**src/rtl/decoder_n_scan.sv**
```systemverilog
// decoder_n_scan: registered N-to-2^N one-hot decoder with three modes.
//   direct (00) : Out <= 1<<In one cycle after the input is sampled.
//   scan   (01) : free-running one-hot walk, each line held DWELL cycles.
//   pulse  (10) : one-shot DWELL-cycle strobe on line In, triggered by start.
//   idle   (11) : outputs off.
// A change of `mode` costs one flush cycle that clears all state.
// Ports:
//   clk, rst_n  clock / asynchronous active-low reset
//   E           enable (0 turns outputs off)
//   mode [1:0]  operating mode
//   In   [N-1:0] line select (direct, pulse)
//   start       pulse trigger, level-sampled
//   Out  [2^N-1:0] registered one-hot outputs or zero
//   idx  [N-1:0] current / last selected line
//   busy        pulse in progress
//   wrap        one-cycle flag when scan returns to line 0
module decoder_n_scan #(
    parameter int N     = 3,
    parameter int DWELL = 4
) (
    input  logic               clk,
    input  logic               rst_n,
    input  logic               E,
    input  logic [1:0]         mode,
    input  logic [N-1:0]       In,
    input  logic               start,
    output logic [(1<<N)-1:0]  Out,
    output logic [N-1:0]       idx,
    output logic               busy,
    output logic               wrap
);
    localparam int L  = 1 << N;
    localparam int CW = (DWELL > 1) ? $clog2(DWELL) : 1;
    localparam logic [L-1:0]  ONE  = L'(1);
    localparam logic [CW-1:0] LAST = CW'(DWELL - 1);

    typedef enum logic [1:0] {
        M_DIRECT = 2'b00,
        M_SCAN   = 2'b01,
        M_PULSE  = 2'b10,
        M_IDLE   = 2'b11
    } mode_e;

    mode_e         mode_q, mode_d;
    logic [CW-1:0] cnt_q,  cnt_d;
    logic [N-1:0]  idx_q,  idx_d;
    logic [L-1:0]  out_q,  out_d;
    logic          busy_q, busy_d;
    logic          wrap_q, wrap_d;
    logic [N-1:0]  idx_nx;

    assign idx_nx = idx_q + N'(1);   // wraps mod 2^N naturally

    always_comb begin
        mode_d = mode_q;
        cnt_d  = cnt_q;
        idx_d  = idx_q;
        out_d  = out_q;
        busy_d = busy_q;
        wrap_d = 1'b0;
        if (mode_e'(mode) != mode_q) begin
            // flush cycle: everything cleared, other inputs ignored
            mode_d = mode_e'(mode);
            cnt_d  = '0;
            idx_d  = '0;
            out_d  = '0;
            busy_d = 1'b0;
        end else begin
            unique case (mode_q)
                M_DIRECT: begin
                    busy_d = 1'b0;
                    if (E) begin
                        out_d = ONE << In;
                        idx_d = In;
                    end else begin
                        out_d = '0;
                    end
                end
                M_SCAN: begin
                    busy_d = 1'b0;
                    if (!E) begin
                        out_d = '0;          // idx/cnt hold for resume
                    end else if (out_q == '0) begin
                        // start or resume: re-assert idx with a full dwell
                        out_d = ONE << idx_q;
                        cnt_d = '0;
                    end else if (cnt_q == LAST) begin
                        idx_d  = idx_nx;
                        out_d  = ONE << idx_nx;
                        cnt_d  = '0;
                        wrap_d = &idx_q;
                    end else begin
                        cnt_d = cnt_q + CW'(1);
                    end
                end
                M_PULSE: begin
                    if (!E) begin
                        out_d  = '0;
                        busy_d = 1'b0;
                        cnt_d  = '0;
                    end else if (busy_q) begin
                        // start/In ignored while busy, terminating edge included
                        if (cnt_q == LAST) begin
                            out_d  = '0;
                            busy_d = 1'b0;
                            cnt_d  = '0;
                        end else begin
                            cnt_d = cnt_q + CW'(1);
                        end
                    end else if (start) begin
                        out_d  = ONE << In;
                        idx_d  = In;
                        busy_d = 1'b1;
                        cnt_d  = '0;
                    end
                end
                default: begin
                    out_d  = '0;
                    busy_d = 1'b0;
                end
            endcase
        end
    end

    always_ff @(posedge clk or negedge rst_n) begin
        if (!rst_n) begin
            mode_q <= M_IDLE;
            cnt_q  <= '0;
            idx_q  <= '0;
            out_q  <= '0;
            busy_q <= 1'b0;
            wrap_q <= 1'b0;
        end else begin
            mode_q <= mode_d;
            cnt_q  <= cnt_d;
            idx_q  <= idx_d;
            out_q  <= out_d;
            busy_q <= busy_d;
            wrap_q <= wrap_d;
        end
    end

    assign Out  = out_q;
    assign idx  = idx_q;
    assign busy = busy_q;
    assign wrap = wrap_q;

endmodule
```
**config.mk**
```make
export PLATFORM = sky130hd
export DESIGN_NAME = decoder_n_scan
export DESIGN_NICKNAME = d
export VERILOG_FILES = /design/src/rtl/decoder_n_scan.sv
export SDC_FILE = /design/constraint.sdc
export NUM_CORES = 1
export LEC_CHECK = 0
export BUFFER_PORTS_ARGS = -buffer_cell sky130_fd_sc_hd__buf_2
export CORE_MARGIN = 2
export CORE_UTILIZATION = 50
export DETAILED_ROUTE_END_ITERATION = 6
export MAX_ROUTING_LAYER = met4
export PLACE_DENSITY = 0.75
export SLEW_MARGIN = 20
export SYNTH_ARGS = -nofsm -noshare
export SYNTH_HDL_FRONTEND = slang
export SYNTH_SLANG_ARGS = --single-unit
export TNS_END_PERCENT = 20
```
**constraint.sdc**
```tcl
create_clock -name clk -period 1.6 [get_ports clk]
set_input_delay 0.08 -clock clk [delete_from_list [all_inputs] [get_ports clk]]
set_output_delay 0.08 -clock clk [all_outputs]
set_load 0.005 [all_outputs]
```
# --- Yosys cells after proc, flatten, opt, wreduce, memory -nomap -nowiden ---
# Cells that the tools add are included.
op_classes:
  add_sub_neg: 2
  n_reduce_logical: 8
  muxes: 38
  shift: 3
  n_eq_ne: 14
op_table:
  columns: ["op", "n"]
  rows:
  - ["$mux 8", 9]
  - ["$mux 3", 8]
  - ["$pmux 8 s3", 1]
  - ["$shl 1x3->8 const A", 3]
  - ["$ne 3x3->1 const B", 7]
  - ["$ne 5x5->1 const B", 3]
  - ["$mux 2", 7]
  - ["$mux 1", 11]
  - ["$pmux 3 s3", 1]
  - ["$reduce_and 3->1", 3]
  - ["$logic_not 8->1", 1]
  - ["$reduce_and 8->1", 1]
  - ["$eq 2x2->1 const B", 2]
  - ["$pmux 2 s2", 1]
  - ["$reduce_bool 4->1", 1]
  - ["$add 3x1->3 const B", 1]
  - ["$reduce_bool 3->1", 1]
  - ["$add 2x1->2 const B", 1]
  - ["$eq 2x1->1 const B", 1]
  - ["$logic_not 2->1", 1]
  - ["$ne 2x2->1", 1]
totals:
  reg_bits: 17
  output_inout_bits: 13
  inputBits: 9

# --- Depth between registers and ports, before layout ---
# Gate-level depths: netlist of run 1.
logic_depth:
  word_depth: 7
  depth_mapped: 6
  ltp_nobuf: 5

# --- Least setup slack after synthesis of run 1 ---
# No wires, ideal clock.
synth_path:
  kind: "register -> register"
  from: "register idx_q[1] (netlist: idx[1])"
  to: "register out_q[2] (netlist: Out[2])"
  setup_slack_ns: -0.170
  t_arrival_ns: 1.704
  stages_incl_launch_ff: 6
  setup_ns: 0.067
  path_cell_list: "dfrtp_1 ha_1 ha_1 or3b_2 o211ai_1 a22o_1"
synth_between:
  elab_chain_cells: 7
  word_cells_on_any_way: 8
  cone_classes: "1 x add/sub; 2 x shift; 5 x mux"
synth_rtl:
  columns: ["item", "line", "rtl"]
  rows:
  - ["start, declared", "46", "logic [N-1:0] idx_q, idx_d;"]
  - ["start signal, assigned", "136", "idx_q <= idx_d;"]
  - ["$add 3x1->3", "52", "assign idx_nx = idx_q + N'(1);"]
  - ["$shl 1x3->8", "89", "out_d = ONE << idx_nx;"]
  - ["$mux 8", "87", "end else if (cnt_q == LAST) begin"]
  - ["$mux 8 (*)", "83", "end else if (out_q == '0) begin"]
  - ["$mux 8 (*)", "81", "if (!E) begin"]
  - ["$pmux 8 s3 (*)", "69", "unique case (mode_q)"]
  - ["$mux 8 (*)", "61", "if (mode_e'(mode) != mode_q) begin"]
  - ["end signal, assigned", "137", "out_q <= out_d;"]
  - ["end, declared", "47", "logic [L-1:0] out_q, out_d;"]
# Every way passes the cells marked *; elsewhere a longest branch is shown, timed or not. The select of a mux whose other input is x is not followed.
# A chain may end at the register's enable or synchronous reset.

# --- Worst setup path in the final report of run 1 ---
layout_path:
  from: "register mode_q[0]"
  to: "register out_q[2] (netlist: Out[2])"
layout_between:
  elab_chain_cells: 3
  word_cells_on_any_way: 10
  cone_classes: "6 x eq/ne; 2 x mux; 2 x reduce/logical"
layout_rtl:
  columns: ["item", "line", "rtl"]
  rows:
  - ["start, declared", "44", "mode_e mode_q, mode_d;"]
  - ["start signal, assigned", "134", "mode_q <= mode_d;"]
  - ["$ne 2x2->1 (tied with other cells)", "61", null]
  - ["$ne 5x5->1 (no source line) or $pmux 8 s3 (tied branches)", null, null]
  - ["$reduce_and 3->1 (no source line) or $mux 8 (tied branches)", null, null]
# Parallel ways exist; a longest one is shown, timed or not.

==> reports/qor.csv, run 1 <==
stage;metric;value;unit
synthesis;synth.ff_latch_count;17;
sta;achievable-frequency;588.3;MHz
synthesis;post_synth_num_cell_types;47;
synthesis;ys_top_cells_by_area;sky130_fd_sc_hd__dfrtp_1, sky130_fd_sc_hd__a22o_1, sky130_fd_sc_hd__o211ai_1, sky130_fd_sc_hd__dfstp_2, sky130_fd_sc_hd__nand3_1;
drt;drt-vias-per-instance;6.212;
clock_network;cts_inserted_buffers;3;
drt;drtIter0Drc;57;
floorplan;floorplan.die.height;54.65;µm
pwr;power.leakage;0.8502;nW
synthesis;ys_seq_area_share;33.37;%
pwr;maximum_vdd_drop;0.6712;mV
sta;fin_skew;0.01416;ns
clock_network;insertion_delay_to_the_later_sink_of_the_worst_skew_pair;0.29;ns
grt;grt_first_pass_wirelength;5747;µm
grt;number_of_antenna_violations_at_the_first_check_in_global_routing;0;
synthesis;avg_cell_area_syn;9.430;µm²
drt;wl_cell;17.11;µm
clock_network;ctsLongestPathBuffers;2;
synthesis;synth.top_cell.area_share;29.27;%
placement;port_buffers;21;
pwr;power_density;491.5;mW/mm²
critical_path;crit_path_end_kind;flop;
placement;detailedPlacementHpwl;2689;µm
grt;grt_max_degree;18;
layout;drive_gt1_share;46.35;%
grt;grt_usage;28.07;%
drt;drtAntennaViolNets;0;
sta;slew_headroom;74.04;%
sta;timing.final.setup_violations;11;
sta;layout_min_cycle_time;1.700;ns
synthesis;synthCells;136;
floorplan;floorplan.initialDensity;52.24;%
drt;remaining_drcs;0;
clock_network;htree_num_levels;1;
sta;finalHoldViolations;0;
synthesis;netlist.top_cell.by_area;sky130_fd_sc_hd__dfrtp_1;
status;run_status;finished with violations;
synthesis;async_reset_ff_share;100.0;%
worst_hold_path;min-delay-path-class;in2reg;
critical_path;cp-start-kind;flop;
critical_path;worstPathMaxFanout;4;
critical_path;worst-endpoint-arrival;1.94;ns
drt;route.final.wire_length;3798;µm
critical_path;worst-endpoint-required;1.84;ns
synthesis;yosysWarningCount;0;
layout;fin_nets;205;
floorplan;core_area;0.002455;mm²
floorplan;fp-row-count;18;
critical_path;criticalPathCategory;reg2reg;
synthesis;synth_enable_flop_cells;0;
layout;fillCellCount;174;
sta;worst_slew_pin_slew;0.3895;ns
layout;layout.area.seq;427.9;µm²
sta;holdWs;0.1070;ns
synthesis;synthesis.nets;148;
floorplan;top_level_ports;22;
floorplan;die-width;54.65;µm
layout;n_antenna_cell;0;
status;violations;negative setup slack;
synthesis;most_common_flop_cell_mapped_by_yosys;sky130_fd_sc_hd__dfrtp_1;
layout;final_cell_area;0.001859;mm²
layout;multi_input_comb_area;887.1;µm²
clock_network;clk_transition_reported_paths;0.10;ns
pwr;totalPowerFinal;0.9138;mW
placement;globalplace.congestion;0.9630;
synthesis;mappedNetlistArea;0.001282;mm²
drt;vias;1379;
sta;slew_viol_final;0;
sta;fin_crit_sh;106.2;%
drt;drt_pass1_iterations;4;
layout;layout.cells.most_common_list;sky130_fd_sc_hd__buf_4, sky130_fd_sc_hd__buf_2, sky130_fd_sc_hd__dfrtp_1, sky130_fd_sc_hd__nand3_1;
grt;grt_pass1_vias;1284;
placement;post_dp_cell_area;0.001628;mm²
run;cap_viol_max_count;0;
sta;worst_slack;-0.09993;ns
layout;layout_commonest_cell;sky130_fd_sc_hd__buf_4;
clock_network;cell_at_the_root_of_the_clock_tree;sky130_fd_sc_hd__clkbuf_4;
clock_network;cts_tree;yes;
layout;layout_area_growth_over_synthesis;44.98;%
sta;rsz0062_at_grt;true;
floorplan;die_area;0.002986;mm²
clock_network;clock_tree_sinks;17;
grt;gr-total-overflow;0;
critical path: stages (launching register included):
cell and delay, ns:
sky130_fd_sc_hd__dfstp_2 0.61, sky130_fd_sc_hd__buf_12 0.13, sky130_fd_sc_hd__nand3b_1 0.12, sky130_fd_sc_hd__or3b_4 0.41, sky130_fd_sc_hd__o211ai_1 0.23, sky130_fd_sc_hd__a22o_1 0.16
per-layer routing:
metal / track usage [%] / up-vias / wire [µm]
met5: - / - / 0
met4: 8.750 / 0 / 97
met3: 5.464 / 16 / 236
met2: 48.41 / 67 / 1871
met1: 32.59 / 653 / 1593
li1: - / 643 / -
registers in the layout, indices dropped and copies added (netlist names):
signal	flops
cnt_q	2
wrap	1
idx	3
busy	1
mode_q	2
Out	8
cells by family after synthesis:
logic type	share of synthesized area, %
multiplexers	3.220
buffers and inverters	5.755
adder cells (fa/ha/maj)	2.927
flip-flops	33.37
AND/OR/NAND/NOR	31.81
XOR/XNOR	1.366
AO/OA/AOI/OAI	21.56
synth_stat cells (4+ instances only):
| cell type | number |
|---|---|
| sky130_fd_sc_hd__nand4b_1 | 4 |
| sky130_fd_sc_hd__a21oi_1 | 5 |
| sky130_fd_sc_hd__buf_2 | 5 |
| sky130_fd_sc_hd__a22o_1 | 8 |
| sky130_fd_sc_hd__nand4_1 | 5 |
| sky130_fd_sc_hd__dfrtp_1 | 15 |
| sky130_fd_sc_hd__nand3b_1 | 5 |
| sky130_fd_sc_hd__o211ai_1 | 8 |
| sky130_fd_sc_hd__nand3_1 | 10 |
| sky130_fd_sc_hd__nand2_1 | 5 |
| sky130_fd_sc_hd__clkbuf_1 | 4 |
cell type report:
cell class,count,area share (%)
clock buffer,3,1.211
clock inverter,1,0.2692
inverter,3,0.6057
multi-input combinational,104,47.71
sequential,17,23.01
tap,30,2.019
timing repair buffer,64,25.17
path summary, 6_finish.rpt:
kind / slack, ns / endpoint / depth (start not counted) / startpoint
setup / recovery: -0.1 / Out[2]$_DFFE_PN0P_ / 5 / mode_q[0]$_DFFE_PN1N_
hold / removal: 0.11 / busy$_DFF_PN0_ / 3 / start
setup reg to reg: -0.1 / Out[2]$_DFFE_PN0P_ / 5 / mode_q[0]$_DFFE_PN1N_
hold reg to reg: 0.58 / cnt_q[1]$_DFFE_PN0P_ / 2 / cnt_q[1]$_DFFE_PN0P_
max in group asynchronous: 1.05 / mode_q[1]$_DFFE_PN1N_ / 2 / rst_n
min in group asynchronous: 0.22 / Out[4]$_DFFE_PN0P_ / 2 / rst_n
through the flow:
| step | setup WS (ns) | instances | util [%] | TNS [ns] |
|---|---|---|---|---|
| 2_1_floorplan | -0.01783 | 136 | - | -0.1417 |
| 3_3_place_gp | -0.1138 | 204 | 66.31 | -1.098 |
| 3_5_place_dp | -0.1776 | 204 | 66.31 | -1.609 |
| 4_1_cts | -0.1018 | 221 | 74.21 | -0.5083 |
| 5_1_grt | -0.1493 | 222 | 75.74 | -1.369 |
| 6_report | -0.09993 | 222 | 75.74 | -0.5750 |
where the power goes:
group          switching, mW  internal (mW)
clock                  0.127         0.0930
combinational          0.125          0.121
sequential            0.0101          0.438
total                  0.261          0.652
timing repair:
action	4_1_cts	5_1_grt
endpoints found under the hold margin	19	0
pin swaps	12	13
setup endpoints to repair	14	14
cloned	0	0
buffers inserted	10	2
resized for setup	11	6
hold buffers	3	0
Power figures use the tool's default switching activity.
==> inputs of run 2 (changes only) <==
--- a/config.mk
+++ b/config.mk
@@ -6,11 +6,13 @@
 export NUM_CORES = 1
 export LEC_CHECK = 0
 export BUFFER_PORTS_ARGS = -buffer_cell sky130_fd_sc_hd__buf_2
+export CELL_PAD_IN_SITES_DETAIL_PLACEMENT = 1
+export CELL_PAD_IN_SITES_GLOBAL_PLACEMENT = 1
 export CORE_MARGIN = 2
-export CORE_UTILIZATION = 50
+export CORE_UTILIZATION = 38
 export DETAILED_ROUTE_END_ITERATION = 6
 export MAX_ROUTING_LAYER = met4
-export PLACE_DENSITY = 0.75
+export PLACE_DENSITY_LB_ADDON = 0.1
 export SLEW_MARGIN = 20
 export SYNTH_ARGS = -nofsm -noshare
 export SYNTH_HDL_FRONTEND = slang
==> run 2 against run 1 <==
  * The flow still finishes with violations (negative setup slack)
  * Die area increased by 29%
  * Register-to-register slack improved by 0.04 ns
  * Sequential share of layout area decreased by 0.18 points
  * Global-route usage decreased by 2.5 points
  * Clock skew decreased by 0.012 ns
  * Combinational power decreased by 2%
  * Final cell count increased by 9.5%
  * Sequential power about the same
  * Clock power increased by 11%
  * Clock-buffer cell count increased by 1
  * Critical path type unchanged
==> reports/qor.csv, run 2 (same netlist as run 1, synthesis figures left out) <==
stage;metric;value;unit;change
status;run_status;finished with violations;;
status;violations;negative setup slack;;
layout;number_of_standard_cells_in_the_layout_taps_in_and_fillers_out;243;;+9.5%
critical_path;slowest_stage;sky130_fd_sc_hd__dfstp_2;;
placement;globalplace.congestion;0.8661;;-10%
grt;grt.busiest_layer;met2;;
grt;number_of_antenna_violations_at_the_first_check_in_global_routing;0;;unchanged
critical_path;critPathTopFamily;flip-flops;;
grt;globalRouteMet1Util;33.08;%;+0.49 points
clock_network;cell_at_the_root_of_the_clock_tree;sky130_fd_sc_hd__clkbuf_4;;
layout;largest_register;Out;;
drt;drtAntennaViolNets;0;;unchanged
floorplan;core_area;0.003284;mm²;+34%
sta;fin_skew;0.002603;ns;-0.01155 ns
layout;final_util;57.07;%;-19 points
placement;detailedPlacementHpwl;3276;µm;+22%
sta;finalHoldViolations;0;;unchanged
clock_network;clk_transition_reported_paths;0.11;ns;about the same
sta;achievable-frequency;601.0;MHz;+2.2%
drt;route.final.wire_length;4250;µm;+12%
sta;slew_viol_final;0;;unchanged
sta;layout_min_cycle_time;1.664;ns;-0.03609 ns
placement;post-place-cells;226;;+11%
clock_network;cts_inserted_buffers;3;;unchanged
critical_path;timing.critical_path.slowest_cell_delay;0.59;ns;-0.02 ns
placement;port_buffers;21;;unchanged
run;cap_viol_max_count;0;;unchanged
clock_network;clock_tree_sinks;17;;unchanged
drt;drtIter0Drc;39;;-32%
layout;layout_commonest_cell;sky130_fd_sc_hd__buf_4;;
drt;remaining_drcs;0;;unchanged
critical_path;worst-endpoint-arrival;1.86;ns;-0.08 ns
drt;drt-vias-per-instance;5.523;;-11%
floorplan;die-width;62.10;µm;+14%
floorplan;floorplan.die.height;62.10;µm;+14%
critical_path;path_cells;buf_4, and4b_1, nor2b_1, a211o_1, a22o_1;;
layout;layout_area_growth_over_synthesis;46.15;%;
sta;slew_headroom;74.39;%;+0.35 points
floorplan;die_area;0.003856;mm²;+29%
pwr;maximum_vdd_drop;0.3060;mV;-54%
grt;grt.met3_usage;3.520;%;-1.9 points
worst_hold_path;min-delay-path-class;in2reg;;
sta;timing.final.setup_violations;8;;-3
floorplan;floorplan.initialDensity;39.05;%;-13 points
drt;wl_cell;17.49;µm;+2.2%
drt;drt_pass1_iterations;4;;unchanged
critical_path;worstPathMaxFanout;5;;+1
layout;layout.cells.most_common_list;sky130_fd_sc_hd__buf_4, sky130_fd_sc_hd__buf_2, sky130_fd_sc_hd__dfrtp_1, sky130_fd_sc_hd__nand3_1;;
clock_network;htree_num_levels;1;;unchanged
grt;global_route.usage.met2;41.67;%;-6.7 points
grt;grt_usage;25.53;%;-2.5 points
grt;grt_pass1_vias;1391;;+8.3%
sta;rsz0062_at_grt;true;;
sta;fin_crit_sh;104.0;%;-2.3 points
grt;gr-total-overflow;0;;unchanged
grt;grt_first_pass_wirelength;6858;µm;+19%
sta;worst_slew_pin_slew;0.3842;ns;-0.005284 ns
pwr;power.leakage;0.8599;nW;+1.1%
grt;grt_max_degree;18;;unchanged
floorplan;fp-row-count;21;;+3
clock_network;insertion_delay_to_the_later_sink_of_the_worst_skew_pair;0.29;ns;about the same
sta;worst_slack;-0.06385;ns;+0.03609 ns
critical_path;critPathBufInv;1;;unchanged
layout;largest_reg_flops;8;;unchanged
floorplan;top_level_ports;22;;unchanged
sta;tns;-0.4531;ns;+0.1218 ns
critical_path;crit_path_end_kind;flop;;
layout;n_antenna_cell;0;;unchanged
layout;drive_gt1_share;43.65;%;-2.7 points
pwr;totalPowerFinal;0.9325;mW;+2.0%
layout;fillCellCount;393;;+130%
placement;setup_slack_after_placement;-0.1868;ns;-0.009148 ns
critical_path;cp-start-kind;flop;;
clock_network;ctsLongestPathBuffers;2;;unchanged
critical_path;criticalPathCategory;reg2reg;;
clock_network;cts_tree;yes;;
drt;vias;1342;;-2.7%
critical_path;worst-endpoint-required;1.79;ns;-0.05 ns
pwr;power_density;497.5;mW/mm²;+1.2%
layout;fin_nets;210;;+2.4%
-- run 2: power by group --
| part | leakage [nW] | switching [mW] | internal [mW] | total, mW |
|---|---|---|---|---|
| clock network | 0.0150 | 0.148 | 0.0969 | 0.245 |
| registers | 0.230 | 0.00909 | 0.438 | 0.448 |
| logic | 0.615 | 0.125 | 0.115 | 0.240 |
| total | 0.860 | 0.282 | 0.651 | 0.932 |
-- run 2: cell type report --
cell class / count / area, µm² / area share (%)
inverters: 3 / 11.26 / 0.6008
clock buffers: 4 / 26.28 / 1.402
well taps: 46 / 57.56 / 3.071
multi-input cells: 104 / 859.6 / 45.86
repair buffers: 69 / 491.7 / 26.23
flip-flops and latches: 17 / 427.9 / 22.83
-- run 2: through the flow --
stage	instance area [µm²]	hold slack (ns)
3_3_place_gp	1680	0.01505
6_report	1874	0.1163
2_1_floorplan	1318	-0.2156
5_1_grt	1874	0.1342
4_1_cts	1851	0.1079
3_5_place_dp	1680	0.01807
-- run 2: worst paths after layout --
| kind | end | cells past startpoint | slack, ns | start |
|---|---|---|---|---|
| worst max-delay path | Out[3]$_DFFE_PN0P_ | 5 | -0.06 | mode_q[1]$_DFFE_PN1N_ |
| worst min-delay path | busy$_DFF_PN0_ | 3 | 0.12 | start |
| worst max register to register | Out[3]$_DFFE_PN0P_ | 5 | -0.06 | mode_q[1]$_DFFE_PN1N_ |
| worst min register to register | cnt_q[1]$_DFFE_PN0P_ | 2 | 0.59 | cnt_q[1]$_DFFE_PN0P_ |
| max in group asynchronous | mode_q[0]$_DFFE_PN1N_ | 2 | 1.06 | rst_n |
| min in group asynchronous | Out[7]$_DFFE_PN0P_ | 2 | 0.22 | rst_n |
-- run 2: worst reg2reg max path, stage by stage (launching register included) --
cell and delay [ns]:
sky130_fd_sc_hd__dfstp_2 0.59, sky130_fd_sc_hd__buf_4 0.14, sky130_fd_sc_hd__and4b_1 0.20, sky130_fd_sc_hd__nor2b_1 0.13, sky130_fd_sc_hd__a211o_1 0.31, sky130_fd_sc_hd__a22o_1 0.20
-- run 2: repair_timing --
action | 4_1_cts | 5_1_grt
resized for setup | 10 | 4
hold buffers | 3 | 0
buffers inserted | 10 | 0
endpoints found under the hold margin | 19 | 0
endpoints found under the setup margin | 14 | 14
pin swaps | 12 | 7
-- run 2: per-layer routing --
layer	part of all wire, %	wire length (µm)
met5	0	0
met2	49	2094
met1	47	1986
met3	3.3	142
met4	0.64	27
